## src/rtl/player_ctrl_multi.sv

```systemverilog
// Multi-track sequencer control: play/pause/stop FSM, beat counter, track navigation, loop modes.
// Latency: every output is registered and reflects the qualifying input cycle one clk edge later.
// Backpressure: none; one-cycle command pulses are consumed or discarded in the cycle they arrive.
module player_ctrl_multi #(
    parameter int          NUM_TRACKS     = 4,
    parameter int          BEAT_W         = 8,
    parameter int          TRACK_W        = 2,
    parameter int unsigned RESTART_THRESH = 8
) (
    input  logic               clk,
    input  logic               reset,
    input  logic               beat_tick,
    input  logic               play_pause,
    input  logic               stop,
    input  logic               next_trk,
    input  logic               prev_trk,
    input  logic [1:0]         loop_mode,
    input  logic [BEAT_W-1:0]  track_len,
    output logic               in_pause,
    output logic [BEAT_W-1:0]  ibeat,
    output logic [TRACK_W-1:0] track,
    output logic               track_end,
    output logic [1:0]         state_o
);

    localparam logic [1:0] ST_STOP    = 2'b00;
    localparam logic [1:0] ST_PLAY    = 2'b01;
    localparam logic [1:0] ST_PAUSE   = 2'b10;
    localparam logic [1:0] ST_ILLEGAL = 2'b11;

    localparam logic [1:0] MODE_STOP    = 2'd0;
    localparam logic [1:0] MODE_REPEAT  = 2'd1;
    localparam logic [1:0] MODE_ADVANCE = 2'd2;

    localparam logic [TRACK_W-1:0] LAST_TRK = TRACK_W'(NUM_TRACKS - 1);

    logic [1:0]         state_q,     state_d;
    logic [BEAT_W-1:0]  ibeat_q,     ibeat_d;
    logic [TRACK_W-1:0] track_q,     track_d;
    logic               track_end_q, track_end_d;
    logic               in_pause_q,  in_pause_d;

    logic [BEAT_W-1:0]  len_eff;
    logic [BEAT_W-1:0]  last_beat;
    logic               at_last;
    logic               nav_next;
    logic               nav_prev;
    logic               restart_cur;
    logic [TRACK_W-1:0] track_inc;
    logic [TRACK_W-1:0] track_dec;

    // Zero-length tracks behave as one beat long; ">=" also catches a length that shrank under ibeat.
    assign len_eff   = (track_len == '0) ? BEAT_W'(1) : track_len;
    assign last_beat = len_eff - BEAT_W'(1);
    assign at_last   = (ibeat_q >= last_beat);

    // Simultaneous next/prev cancel each other and let lower-priority events through.
    assign nav_next    = next_trk & ~prev_trk;
    assign nav_prev    = prev_trk & ~next_trk;
    assign restart_cur = (32'(ibeat_q) >= RESTART_THRESH);

    // Track index wraps modulo NUM_TRACKS, which need not be a power of two.
    assign track_inc = (track_q == LAST_TRK) ? '0 : track_q + TRACK_W'(1);
    assign track_dec = (track_q == '0) ? LAST_TRK : track_q - TRACK_W'(1);

    // Next-state: stop > navigation > play_pause > beat_tick; losers in a cycle are dropped.
    always_comb begin
        state_d     = state_q;
        ibeat_d     = ibeat_q;
        track_d     = track_q;
        track_end_d = 1'b0;

        if (stop) begin
            state_d = ST_STOP;
            ibeat_d = '0;
        end else if (state_q == ST_ILLEGAL) begin
            state_d = ST_STOP;
            ibeat_d = '0;
        end else if (nav_next) begin
            track_d = track_inc;
            ibeat_d = '0;
        end else if (nav_prev) begin
            // Late in a track, "previous" means restart the current one.
            if (!restart_cur) begin
                track_d = track_dec;
            end
            ibeat_d = '0;
        end else if (play_pause) begin
            // Beat position is kept across pause/resume; STOP already sits at beat 0.
            case (state_q)
                ST_PLAY: state_d = ST_PAUSE;
                default: state_d = ST_PLAY;
            endcase
        end else if (beat_tick && (state_q == ST_PLAY)) begin
            if (at_last) begin
                track_end_d = 1'b1;
                ibeat_d     = '0;
                case (loop_mode)
                    MODE_STOP: begin
                        state_d = ST_STOP;
                    end
                    MODE_REPEAT: begin
                        state_d = ST_PLAY;
                    end
                    MODE_ADVANCE: begin
                        if (track_q == LAST_TRK) begin
                            state_d = ST_STOP;
                        end else begin
                            track_d = track_q + TRACK_W'(1);
                        end
                    end
                    default: begin
                        track_d = track_inc;
                    end
                endcase
            end else begin
                ibeat_d = ibeat_q + BEAT_W'(1);
            end
        end

        in_pause_d = (state_d != ST_PLAY);
    end

    // Control registers, cleared asynchronously so a reset mid-play silences the player at once.
    always_ff @(posedge clk or posedge reset) begin
        if (reset) begin
            state_q     <= ST_STOP;
            ibeat_q     <= '0;
            track_q     <= '0;
            track_end_q <= 1'b0;
            in_pause_q  <= 1'b1;
        end else begin
            state_q     <= state_d;
            ibeat_q     <= ibeat_d;
            track_q     <= track_d;
            track_end_q <= track_end_d;
            in_pause_q  <= in_pause_d;
        end
    end

    assign state_o   = state_q;
    assign ibeat     = ibeat_q;
    assign track     = track_q;
    assign track_end = track_end_q;
    assign in_pause  = in_pause_q;

endmodule

```

## config.mk

```make
export PLATFORM = sky130hd
export DESIGN_NAME = player_ctrl_multi
export DESIGN_NICKNAME = d
export VERILOG_FILES = /design/src/rtl/player_ctrl_multi.sv
export SDC_FILE = /design/constraint.sdc
export NUM_CORES = 1
export LEC_CHECK = 0
export BUFFER_PORTS_ARGS = -buffer_cell sky130_fd_sc_hd__buf_2
export CORE_MARGIN = 2
export CORE_UTILIZATION = 56
export CTS_CLUSTER_SIZE = 25
export DETAILED_ROUTE_END_ITERATION = 16
export HOLD_SLACK_MARGIN = 0.05
export PLACE_DENSITY = 0.84
export SYNTH_ARGS = -nofsm -noshare
export SYNTH_HDL_FRONTEND = slang
export SYNTH_SLANG_ARGS = --single-unit
```

## constraint.sdc

```tcl
create_clock -name clk -period 2.95 [get_ports clk]
set_clock_uncertainty 0.15 [all_clocks]
set_input_delay 0.4425 -clock clk [delete_from_list [all_inputs] [get_ports clk]]
set_output_delay 0.4425 -clock clk [all_outputs]
set_load 0.1 [all_outputs]
```

==> Word-level counts from Yosys, hierarchy flattened <==
Cells that the tools add are included.
{ "word_totals": {"ff_bits": 14, "latch_bits": 0, "mem_bits_rw": 0, "mem_bits_ro": 0, "in_bits": 17, "output_inout_bits": 14, "wordCells": 73, "n_memories": 0} }
{ "op_classes": {"addsub": 4, "multipliers": 0, "n_div": 0, "n_lt_le_gt_ge": 2, "n_eq_ne": 11, "shift": 0, "n_mux": 35, "bitwise_logic": 6, "reduce_logical": 10} }
{ "op_table": {"columns": ["op", "n"], "rows": [
  ["8-bit 2-to-1 mux", 8],
  ["2-bit 2-to-1 mux", 18],
  ["8-bit by 1-bit adder with 8-bit output (second input constant)", 1],
  ["8-bit by 4-bit greater-or-equal comparator with 1-bit output (second input constant)", 1],
  ["8-bit greater-or-equal comparator", 1],
  ["8-bit zero test", 1],
  ["8-bit AND reduction", 1],
  ["8-bit by 1-bit subtractor with 8-bit output (second input constant)", 1],
  ["1-bit 2-to-1 mux", 7],
  ["2-bit equality test (second input constant)", 3],
  ["3-bit by 1-bit != test with 1-bit output (second input constant)", 2],
  ["2-bit case mux with 3 select lines", 1],
  ["3-bit nonzero test", 2],
  ["5-bit by 1-bit != test with 1-bit output (second input constant)", 1],
  ["5-bit nonzero test", 1],
  ["2-bit by 1-bit equality test with 1-bit output (second input constant)", 2],
  ["2-bit zero test", 2],
  ["4-bit != test (second input constant)", 1],
  ["1-bit NOT", 4],
  ["2-bit case mux with 2 select lines", 1],
  ["3-bit != test (second input constant)", 1],
  ["2-bit by 1-bit adder with 2-bit output (second input constant)", 1],
  ["1-bit AND", 2],
  ["2-bit by 1-bit != test with 1-bit output (second input constant)", 1],
  ["other kinds (4)", 4]
]} }

==> Longest topological paths before layout <==
Gate-level depths: netlist of the first run.
{ "depth": {"depth_word": 12, "ltp_mapped": 15, "mapped_depth_nobuf": 14} }

==> Least setup slack after synthesis of the first run <==
OpenSTA, ideal clock, no wires.
{ "synth_timing": {"path_type": "input-to-reg", "start": "in track_len[4]", "end": "reg ibeat_q[3], in the netlist ibeat[3]", "setup_ns": 0.124, "arrival_ns": 2.955, "required_ns": 2.676, "setup_slack_ns": -0.279, "stages": 12, "path_buffers": 1, "cell_sequence": "or4_1 > nor3_1 > a21oi_1 > ha_1 > xnor2_1 > ha_1 > and3_1 > o21ai_1 > a311o_1 > and2_1 > clkbuf_1 > a22o_1"} }
{ "synth_between": {"elab_chain_cells": 11} }
{ "synth_lines": {"columns": ["element", "line_no", "text"], "rows": [
  ["start, declared", "18", "input logic [BEAT_W-1:0] track_len,"],
  ["8-bit zero test", "53", "assign len_eff = (track_len == '0) ? BEAT_W'(1) : track_len;"],
  ["8-bit 2-to-1 mux *", "53", null],
  ["8-bit by 1-bit subtractor with 8-bit output *", "54", "assign last_beat = len_eff - BEAT_W'(1);"],
  ["8-bit greater-or-equal comparator *", "55", "assign at_last = (ibeat_q >= last_beat);"],
  ["8-bit 2-to-1 mux *", "95", "if (at_last) begin"],
  ["8-bit 2-to-1 mux *", "94", "end else if (beat_tick && (state_q == ST_PLAY)) begin"],
  ["8-bit 2-to-1 mux *", "88", "end else if (play_pause) begin"],
  ["8-bit 2-to-1 mux *", "82", "end else if (nav_prev) begin"],
  ["8-bit 2-to-1 mux *", "79", "end else if (nav_next) begin"],
  ["8-bit 2-to-1 mux *", "76", "end else if (state_q == ST_ILLEGAL) begin"],
  ["8-bit 2-to-1 mux *", "73", "if (stop) begin"],
  ["end signal, assigned", "134", "ibeat_q <= ibeat_d;"],
  ["end, declared", "38", "logic [BEAT_W-1:0] ibeat_q, ibeat_d;"]
]} }
Every way passes the cells marked *; elsewhere a longest branch is shown, timed or not. The select of a mux whose other input is x is not followed.
A chain may end at the register's enable or synchronous reset.

==> Worst setup path in the final report of the first run <==
{ "layout_timing": {"start": "in track_len[5]", "end": "reg state_q[0], in the netlist state_o[0]"} }
{ "layout_between": {"elab_chain_cells": 11} }
{ "layout_lines": {"columns": ["element", "line_no", "text"], "rows": [
  ["8-bit zero test", "53", null],
  ["8-bit 2-to-1 mux *", "53", null],
  ["8-bit by 1-bit subtractor with 8-bit output *", "54", null],
  ["8-bit greater-or-equal comparator *", "55", null],
  ["2-bit 2-to-1 mux *", "95", null],
  ["2-bit 2-to-1 mux *", "94", null],
  ["2-bit 2-to-1 mux *", "88", null],
  ["2-bit 2-to-1 mux *", "82", null],
  ["2-bit 2-to-1 mux *", "79", null],
  ["2-bit 2-to-1 mux *", "76", null],
  ["2-bit 2-to-1 mux *", "73", null],
  ["via state_d[0]", "37", "logic [1:0] state_q, state_d;"],
  ["end signal, assigned", "133", "state_q <= state_d;"],
  ["end, declared", "37", null]
]} }
Mark *: on every way through the listed nets, which the timed path passes. The rest lies on a longest branch.

==> results of run 1 <==
Yosys cell counts, drive strengths merged (4+ instances only):
cell / number / area (sq um)
nor2b: 4 / 25.0
nor2: 10 / 37.5
a22o: 6 / 52.6
dfrtp: 13 / 325
o21ai: 7 / 35.0
nand3: 9 / 45.0
nand2b: 4 / 25.0
ha: 15 / 188
inv: 13 / 48.8
nand2: 11 / 41.3
xnor2: 4 / 35.0
a21oi: 11 / 62.6
where the power goes:
part	internal, mW	total (mW)	switching, mW	leakage [nW]
combinational	0.108	0.378	0.270	0.559
sequential	0.212	0.237	0.0244	0.185
clock	0.0526	0.117	0.0644	0.0150
total	0.373	0.732	0.359	0.759
how the worst max path moves through the flow:
stage,startpoint,endpoint,depth (start not counted)
after detailed placement,track_len[4],ibeat[1]$_DFFE_PP0P_,15
after global routing,track_len[5],state_o[0]$_DFF_PP0_,13
after floorplan,track_len[4],ibeat[3]$_DFFE_PP0P_,12
final,track_len[5],state_o[0]$_DFF_PP0_,14
after CTS,track_len[4],track[0]$_DFFE_PP0P_,14
after global placement,track_len[4],track[1]$_DFFE_PP0P_,13
repair_timing:
action,4_1_cts,5_1_grt
endpoints found under the setup margin,10,13
hold buffers,1,0
hold endpoints to repair,7,0
gates resized for setup,6,7
gates cloned,0,0
pin swaps,1,3
buffers inserted,2,3
cell type report:
type,count,share of cell area
timing repair buffer,44,0.164
sequential,14,0.218
inverter,13,0.0303
multi-input combinational,114,0.550
tap,27,0.0210
clock buffer,4,0.0163
sequential cells by signal (all words and copies together), names as in the netlist:
| register | count |
|---|---|
| ibeat | 8 |
| track_end | 1 |
| in_pause | 1 |
| state_o | 2 |
| track | 2 |
tightest hold or removal path, cell delays in order:
cell,delay [ns]
buf_2,0.11
nand3_2,0.07
nor2_1,0.05
kinds of logic (layout without fill, tap and decap cells):
logic type | Yosys count | count (layout)
simple gates | 51 | 51
xor+xnor | 5 | 5
compound gates | 43 | 43
flops | 14 | 14
fa+ha+maj | 15 | 15
buf+inv | 14 | 61
layer usage:
layer  vias to the layer above  track usage  wire length, um
li1                        617            -                -
met1                       611        0.328             1400
met2                        59        0.489             1860
met3                        17       0.0565              186
met4                         0        0.102               99
met5                         -            0                0
==> results.ini, run 1 <==
[synthesis]
yosysSeqAreaShare=0.294
yosys_warnings=0
synth_cell_types=38
synth.area.mux_share=0
synth-seq-cells=14
syn_nets=174
avgSynthCellArea_sq_um=8.42
yosys.area_share.simple=0.215
synth_top_family_by_area=compound AO/OA/AOI/OAI gates
synthAdderAreaFrac=0.157
synth-edff-count=0
synth_compound_area_frac=0.253
ys.flop_type=dfrtp_1
netlist_instances=142
async_flop_share=1.00
synth-xor-area-share=0.0366
syn-cell-area_sq_um=1200

[timing]
tightestPinTransition_ns=0.559
rsz0062_at_grt=true
fin_tns_setup_ns=-0.344
fmax_mhz=327
fin_crit_ns=3.06
worst_slack_ns=-0.108
slew_headroom=0.627
hold_viol=0
whs_ns=0.280
slew_viol_final=0
setup_viol=6
fin_crit_sh=1.04

[worst_setup_path]
regToRegStartpoint=ibeat[1]$_DFFE_PP0P_
crit_arrival_ns=3.08
critPathMaxStageDelay_ns=0.54
path_class=primary input to flop
r2r-end=state_o[0]$_DFF_PP0_
crit_chain=buf_2, or4_4, nor3_4, a21oi_2, buf_4, buf_4, buf_4, ha_1, nor2b_1, o211ai_1, a311o_1, nand2b_1, nand3_2, a31o_1
cp_max_fo=3
crit_top_cell=buf_4
crit_family=simple AND/OR/NAND/NOR gates
required_ns=2.97
reg2reg_depth=7
cp-start-kind=primary input
path_buf_inv=4
cpMaxStageDelayCell=or4_4
endpoint_kind=flop
r2r_slack_ns=0.73

[route]
drcViolationCount=0
drtIter0Drc=45
vias_per_cell=6.04
antenna_violating_nets_post_route=0
finalWirelength_um=3550
wl_per_cell_um=16.4
first_pass_iters=4
vias=1304

[placement]
placed_area_sq_um=1480
hpwlAfterDp_um=2500
portBuffers=30
place_ws_ns=-0.463
post-place-cells=206
place_congestion=0.907

[clocking]
cts_tree=yes
cts_buffers=3
clk_pin_slew_worst_paths_ns=0.07
clock-root-buffer=clkbuf_4
clkLatencyLatePin_ns=0.29
cts.path.max_buffers=2
clock-sinks=14
htreeDepth=1

[finish]
register_area_sq_um=352
multiInputGateArea_sq_um=887
final_cell_area_sq_um=1610
finish.net_count=222
mostFrequentLayoutCell=buf_2
final_cell_mix=buf_2, ha_1, dfrtp_1, buf_4, inv_1
layout-drive-gt1-share=0.344
fillers=113
fin_cells=216
area_growth_pct=34.7
utilization=0.813
antenna_cells=0

[global_routing]
track_usage=0.277
overflow=0
antenna_found_initial=0
grt_max_degree=15
grt_pass1_wl_um=5350
grt_pass1_vias=1235

[status]
status=finished with violations
violations=negative setup slack

[floorplan]
fp.dieArea_sq_um=2520
ios=31
start_util=0.604
coreArea_sq_um=1980
rows=16
die_y_um=50.2
die_w_um=50.2

[pwr]
power.density_nw_per_um2=454
p_leak_nw=0.759
p_total_mw=0.732
ir_worst_vdd_uv=474

[min_path]
hold_depth=3
holdCritStartpoint=beat_tick
hold_class=primary input to flop
min_delay_worst_endpoint=track_end$_DFF_PP0_

[job]
maxCapViolCount=0

(Power assumes the default switching activity.)
==> inputs of run 2 (changes only) <==
clock period = 3.7 ns   (was 2.95 ns; I/O delays follow)
==> run 2 against run 1 <==
The flow now finishes without violations. Setup slack improved by 0.49 ns. First-iteration DRC count fell by 38%. Sequential power fell by 22%. Design area fell by 12%. Largest cell class unchanged. Register-to-register slack improved by 0.79 ns. Critical endpoint is now ibeat[0]$_DFFE_PP0P_. Routed wire length fell by 21%. Critical path type unchanged.
==> results.ini, run 2 (same netlist as run 1, synthesis figures left out) <==
[status]
status=completed

[global_routing]
antenna_found_initial=0  ; unchanged
grt_pass1_vias=1139  ; -7.8%
track_usage=0.256  ; -0.0215
grt_pass1_wl_um=4970  ; -7.0%
grt_max_degree=15  ; unchanged
overflow=0  ; unchanged

[route]
first_pass_iters=4  ; unchanged
finalWirelength_um=2810  ; -21%
drcViolationCount=0  ; unchanged
wl_per_cell_um=13.9  ; -15%
antenna_violating_nets_post_route=0  ; unchanged
drtIter0Drc=28  ; -38%
vias=1205  ; -7.6%
vias_per_cell=5.97  ; -1.2%

[worst_setup_path]
r2r-end=ibeat[0]$_DFFE_PP0P_
cp-start-kind=primary input
regToRegStartpoint=ibeat[5]$_DFFE_PP0P_
reg2reg_depth=7  ; unchanged
cp_max_fo=8  ; +5
endpoint_kind=flop
crit_arrival_ns=3.38  ; +0.30 ns
r2r_slack_ns=1.52  ; +0.79 ns
required_ns=3.76  ; +0.79 ns
path_class=primary input to flop

[clocking]
post_cts_buffers=0  ; -2
htreeDepth=1  ; unchanged
clock-sinks=14  ; unchanged
cts_tree=yes
cts_buffers=3  ; unchanged
clk_pin_slew_worst_paths_ns=0.09  ; +0.02 ns
cts.repair.resized=0  ; -6
cts_hold_buf=0  ; -1
clkLatencyLatePin_ns=0.29  ; about the same
clock-root-buffer=clkbuf_4
cts.path.max_buffers=2  ; unchanged

[floorplan]
start_util=0.604  ; unchanged
die_y_um=50.2  ; unchanged
fp.dieArea_sq_um=2520  ; unchanged
ios=31  ; unchanged
die_w_um=50.2  ; unchanged
rows=16  ; unchanged
coreArea_sq_um=1980  ; unchanged

[finish]
final_cell_area_sq_um=1410  ; -12%
layout-drive-gt1-share=0.217  ; -0.127
largest_reg_flops=8  ; unchanged
multiInputGateArea_sq_um=792  ; -11%
utilization=0.713  ; -0.100
register_area_sq_um=352  ; unchanged
area_growth_pct=18.1
finish.net_count=208  ; -6.3%
fillers=173  ; +53%
final_cell_mix=buf_2, ha_1, inv_1, dfrtp_1, nand2_1
mostFrequentLayoutCell=buf_2
antenna_cells=0  ; unchanged
fin_cells=202  ; -6.5%

[pwr]
ir_worst_vdd_uv=451  ; -4.8%
p_leak_nw=0.682  ; -10%
power.density_nw_per_um2=397  ; -13%
p_total_mw=0.561  ; -23%

[placement]
portBuffers=30  ; unchanged
place_ws_ns=0.0977  ; +0.560 ns
place_congestion=0.891  ; -1.8%
placed_area_sq_um=1380  ; -7.0%
hpwlAfterDp_um=2190  ; -12%
post-place-cells=198  ; -3.9%

[timing]
rsz0062_at_grt=false
setup_viol=0  ; -6
hold_viol=0  ; unchanged
slew_viol_final=0  ; unchanged
whs_ns=0.152  ; -0.128 ns
tightestPinTransition_ns=0.552  ; -0.00637 ns
fmax_mhz=301
fin_crit_sh=0.898
fin_crit_ns=3.32
slew_headroom=0.631  ; +0.00425
fin_tns_setup_ns=0  ; +0.344 ns
worst_slack_ns=0.379  ; +0.487 ns

[min_path]
hold_class=primary input to async pin

[job]
maxCapViolCount=0  ; unchanged

==> run 2: changes by cell type in the layout (fill, tap and decap cells not counted), moves of 2 or more <==
cell / delta
ha_4: -2
a21oi_1: +2
ha_1: +2
nand3_1: +2
nand3_2: -2
buf_4: -13
nor3_1: +2
==> run 2: worst max-delay path, stage by stage <==
cell	delay, ns
buf_2	0.12
or4_1	0.58
nor3_1	0.19
a21oi_1	0.12
ha_1	0.22
xnor2_1	0.13
ha_1	0.28
and3_1	0.18
o21ai_1	0.15
a311o_1	0.25
and2_1	0.33
nand3_1	0.11
a21oi_1	0.14
==> run 2: worst max-delay path by stage <==
stage / from / to / slack, ns / cells past startpoint
5_1_grt: track_len[4] / ibeat[1]$_DFFE_PP0P_ / 0.12 / 15
3_3_place_gp: track_len[4] / state_o[0]$_DFF_PP0_ / 0.16 / 13
2_1_floorplan: track_len[4] / ibeat[3]$_DFFE_PP0P_ / 0.36 / 12
3_5_place_dp: track_len[4] / state_o[0]$_DFF_PP0_ / 0.1 / 13
6_report: track_len[4] / ibeat[0]$_DFFE_PP0P_ / 0.38 / 13
4_1_cts: track_len[4] / ibeat[0]$_DFFE_PP0P_ / 0.38 / 15
==> run 2: final cells by class <==
type	count	share of cell area
multi-input combinational	114	0.561
sequential	14	0.249
timing repair buffer	30	0.106
inverter	13	0.0345
clock buffer	4	0.0257
tap	27	0.0239
==> run 2: power breakdown <==
part	internal (mW)	total, mW	switching [mW]
clock network	0.0599	0.115	0.0548
registers	0.169	0.186	0.0173
logic	0.0665	0.259	0.193
total	0.296	0.561	0.265
==> run 2: layer usage <==
layer  vias up  GRT usage  routed length (um)
li1        591          -                   -
met1       555      0.321                1230
met2        50      0.443                1360
met3         9     0.0268                 161
met4         0      0.106                  57
met5         -          0                   0
==> inputs of run 3 (changes only) <==
ABC_AREA = 1   (was unset)
CORE_UTILIZATION = 57   (was 56)
==> run 3 against run 2 <==
Clock-buffer cell count stayed put. Routed wire length up 0.18%. Area after synthesis increased by 7.1%. Highest routed layer unchanged. Largest cell class unchanged. Setup slack better by 0.65 ns.
==> results.ini, run 3 <==
[status]
status=completed

[synthesis]
synth.most_common_cell=inv_1
netlist_instances=185  ; +30%
synth_area_leaders=dfrtp_1, ha_1, inv_1
ys.flop_type=dfrtp_1
async_flop_share=1.00  ; unchanged
yosysSeqAreaShare=0.274  ; -0.0195
yosys_warnings=0  ; unchanged
synth_common_cells=inv_1, nand2_1, nor2_1
synth_cell_types=25  ; -34%
avgSynthCellArea_sq_um=6.93  ; -18%
synth.largest_area_cell=dfrtp_1
synth-edff-count=0  ; unchanged
synth_top_area_share=0.254  ; -0.0181
syn_nets=217  ; +25%
synth-seq-cells=14  ; unchanged
syn-cell-area_sq_um=1280  ; +7.1%

[route]
vias_per_cell=5.09  ; -15%
drcViolationCount=0  ; unchanged
drtIter0Drc=37  ; +32%
first_pass_iters=4  ; unchanged
vias=1258  ; +4.4%
wl_per_cell_um=11.4  ; -18%
antenna_violating_nets_post_route=0  ; unchanged
finalWirelength_um=2810  ; +0.18%

[clocking]
post_cts_buffers=0  ; unchanged
cts_hold_buf=0  ; unchanged
htreeDepth=1  ; unchanged
clkLatencyLatePin_ns=0.27  ; -0.02 ns
clock-root-buffer=clkbuf_4
cts_buffers=3  ; unchanged
cts.repair.resized=0  ; unchanged
clock-sinks=14  ; unchanged
cts.path.max_buffers=2  ; unchanged
clk_pin_slew_worst_paths_ns=0.08  ; about the same
cts_tree=yes

[timing]
slew_headroom=0.656  ; +0.0242
slew_viol_final=0  ; unchanged
tightestPinTransition_ns=0.516  ; -0.0363 ns
fin_tns_setup_ns=0  ; unchanged
hold_viol=0  ; unchanged
fmax_mhz=374  ; +24%
fin_crit_sh=0.722  ; -0.175
fin_crit_ns=2.67  ; -0.649 ns
setup_viol=0  ; unchanged
rsz0062_at_grt=false

[worst_setup_path]
crit_top_cell=nand2_1
required_ns=3.72  ; -0.04 ns
path_class=primary input to flop
crit_arrival_ns=2.69  ; -0.69 ns
r2r_slack_ns=1.89  ; +0.37 ns
crit_family=simple AND/OR/NAND/NOR gates
critPathMaxStageDelay_ns=0.26  ; -0.32 ns
cp_max_fo=6  ; -2
cpMaxStageDelayCell=ha_1
crit_chain=buf_2, inv_1, nand2_1, nor2_1, nand2_1, nand2_1, inv_1, ha_1, nand2_1, xor2_1, inv_1, ha_1, nand2_1, o21a_1, nand4_1, nand2_1, inv_1, nor2_1
cp-start-kind=primary input
path_buf_inv=5  ; +4
endpoint_kind=flop

[global_routing]
overflow=0  ; unchanged
track_usage=0.227  ; -0.0290
grt_pass1_vias=1205  ; +5.8%
antenna_found_initial=0  ; unchanged
grt_max_degree=15  ; unchanged
grt_pass1_wl_um=4560  ; -8.3%

[floorplan]
ios=31  ; unchanged
coreArea_sq_um=2170  ; +9.5%
die_y_um=51.4  ; +2.4%
die_w_um=51.4  ; +2.4%
start_util=0.591  ; -0.0130
fp.dieArea_sq_um=2640  ; +4.8%
rows=17  ; +1

[finish]
area_growth_pct=17.3
fillers=201  ; +16%
largest_reg_flops=8  ; unchanged
mostFrequentLayoutCell=inv_1
final_cell_mix=inv_1, nand2_1, buf_2
final_cell_area_sq_um=1500  ; +6.4%
finish.net_count=252  ; +21%
layout-drive-gt1-share=0.201  ; -0.0162
antenna_cells=0  ; unchanged

[placement]
place_congestion=0.799  ; -10%
hpwlAfterDp_um=2380  ; +8.8%
placed_area_sq_um=1470  ; +6.5%
portBuffers=30  ; unchanged

[pwr]
p_leak_nw=0.877  ; +29%
ir_worst_vdd_uv=582  ; +29%
power.density_nw_per_um2=387  ; -2.6%

[job]
maxCapViolCount=0  ; unchanged

[min_path]
hold_class=primary input to async pin

run 3: cell types whose count changed in the layout (fill, tap and decap cells not counted), moves of 6 or more:
cell / change
nor2_1: +7
inv_1: +29
xor2_1: +8
a22o_1: -6
nand2_1: +30
run 3: worst paths after layout:
| check | start | end | cells past startpoint |
|---|---|---|---|
| worst max-delay path | track_len[2] | ibeat[2]$_DFFE_PP0P_ | 18 |
| worst min-delay path | reset | ibeat[2]$_DFFE_PP0P_ | 2 |
| worst min register to register | track[1]$_DFFE_PP0P_ | track[1]$_DFFE_PP0P_ | 2 |
| worst max register to register | ibeat[0]$_DFFE_PP0P_ | state_o[0]$_DFF_PP0_ | 11 |
| max in group asynchronous | reset | in_pause$_DFF_PP1_ | 2 |
| min in group clk | play_pause | track_end$_DFF_PP0_ | 2 |
run 3: worst register-to-register path, cell delays in order, from the launching register on:
cell	delay, ns
dfrtp_1	0.44
inv_1	0.11
ha_1	0.30
nand2_1	0.06
nor2_1	0.04
nor2_1	0.07
nand2_1	0.07
nand2_1	0.09
nand2_1	0.09
nand3_1	0.08
nand2_1	0.07
a21oi_1	0.16
run 3: report_power, final:
part           internal [mW]  switching (mW)  total [mW]  leakage (nW)
Sequential             0.170          0.0199       0.190         0.186
Combinational         0.0687           0.214       0.283         0.669
Clock                 0.0598          0.0488       0.109        0.0210
run 3: metrics by stage:
step | power, mW | std cells | util | worst slack, ns | hold slack (ns)
5_1_grt | 0.613 | 247 | 0.693 | 0.821 | 0.194
3_5_place_dp | 0.476 | 243 | 0.676 | 0.769 | 0.390
6_report | 0.581 | 247 | 0.693 | 1.03 | 0.144
4_1_cts | 0.583 | 247 | 0.693 | 1.05 | 0.171
2_1_floorplan | 0.421 | 185 | - | 1.13 | 0.294
3_3_place_gp | 0.467 | 243 | 0.676 | 0.899 | 0.380
run 3: logic make-up after synthesis:
kind of cell | after synthesis | share of synthesized area
AND/OR/NAND/NOR | 83 | 0.299
buffers and inverters | 43 | 0.126
AO/OA/AOI/OAI | 20 | 0.0859
adder cells (fa/ha/maj) | 15 | 0.146
flip-flops | 14 | 0.274
XOR/XNOR | 10 | 0.0684
run 3: layout make-up:
| type | instances | area, sq um | share of cell area |
|---|---|---|---|
| Clock buffer | 4 | 36.3 | 0.0241 |
| Multi-Input combinational cell | 128 | 768 | 0.511 |
| Inverter | 43 | 161 | 0.107 |
| Tap cell | 28 | 35.0 | 0.0233 |
| Sequential cell | 14 | 352 | 0.234 |
| Timing Repair Buffer | 30 | 150 | 0.0999 |
run 3: layer usage:
metal | GRT usage | up-vias | part of all wire | wire length [um]
li1 | - | 643 | - | -
met1 | 0.243 | 570 | 0.42 | 1180
met2 | 0.440 | 39 | 0.52 | 1460
met3 | 0.0351 | 6 | 0.047 | 132
met4 | 0.0789 | 0 | 0.014 | 40
met5 | 0 | - | 0 | 0
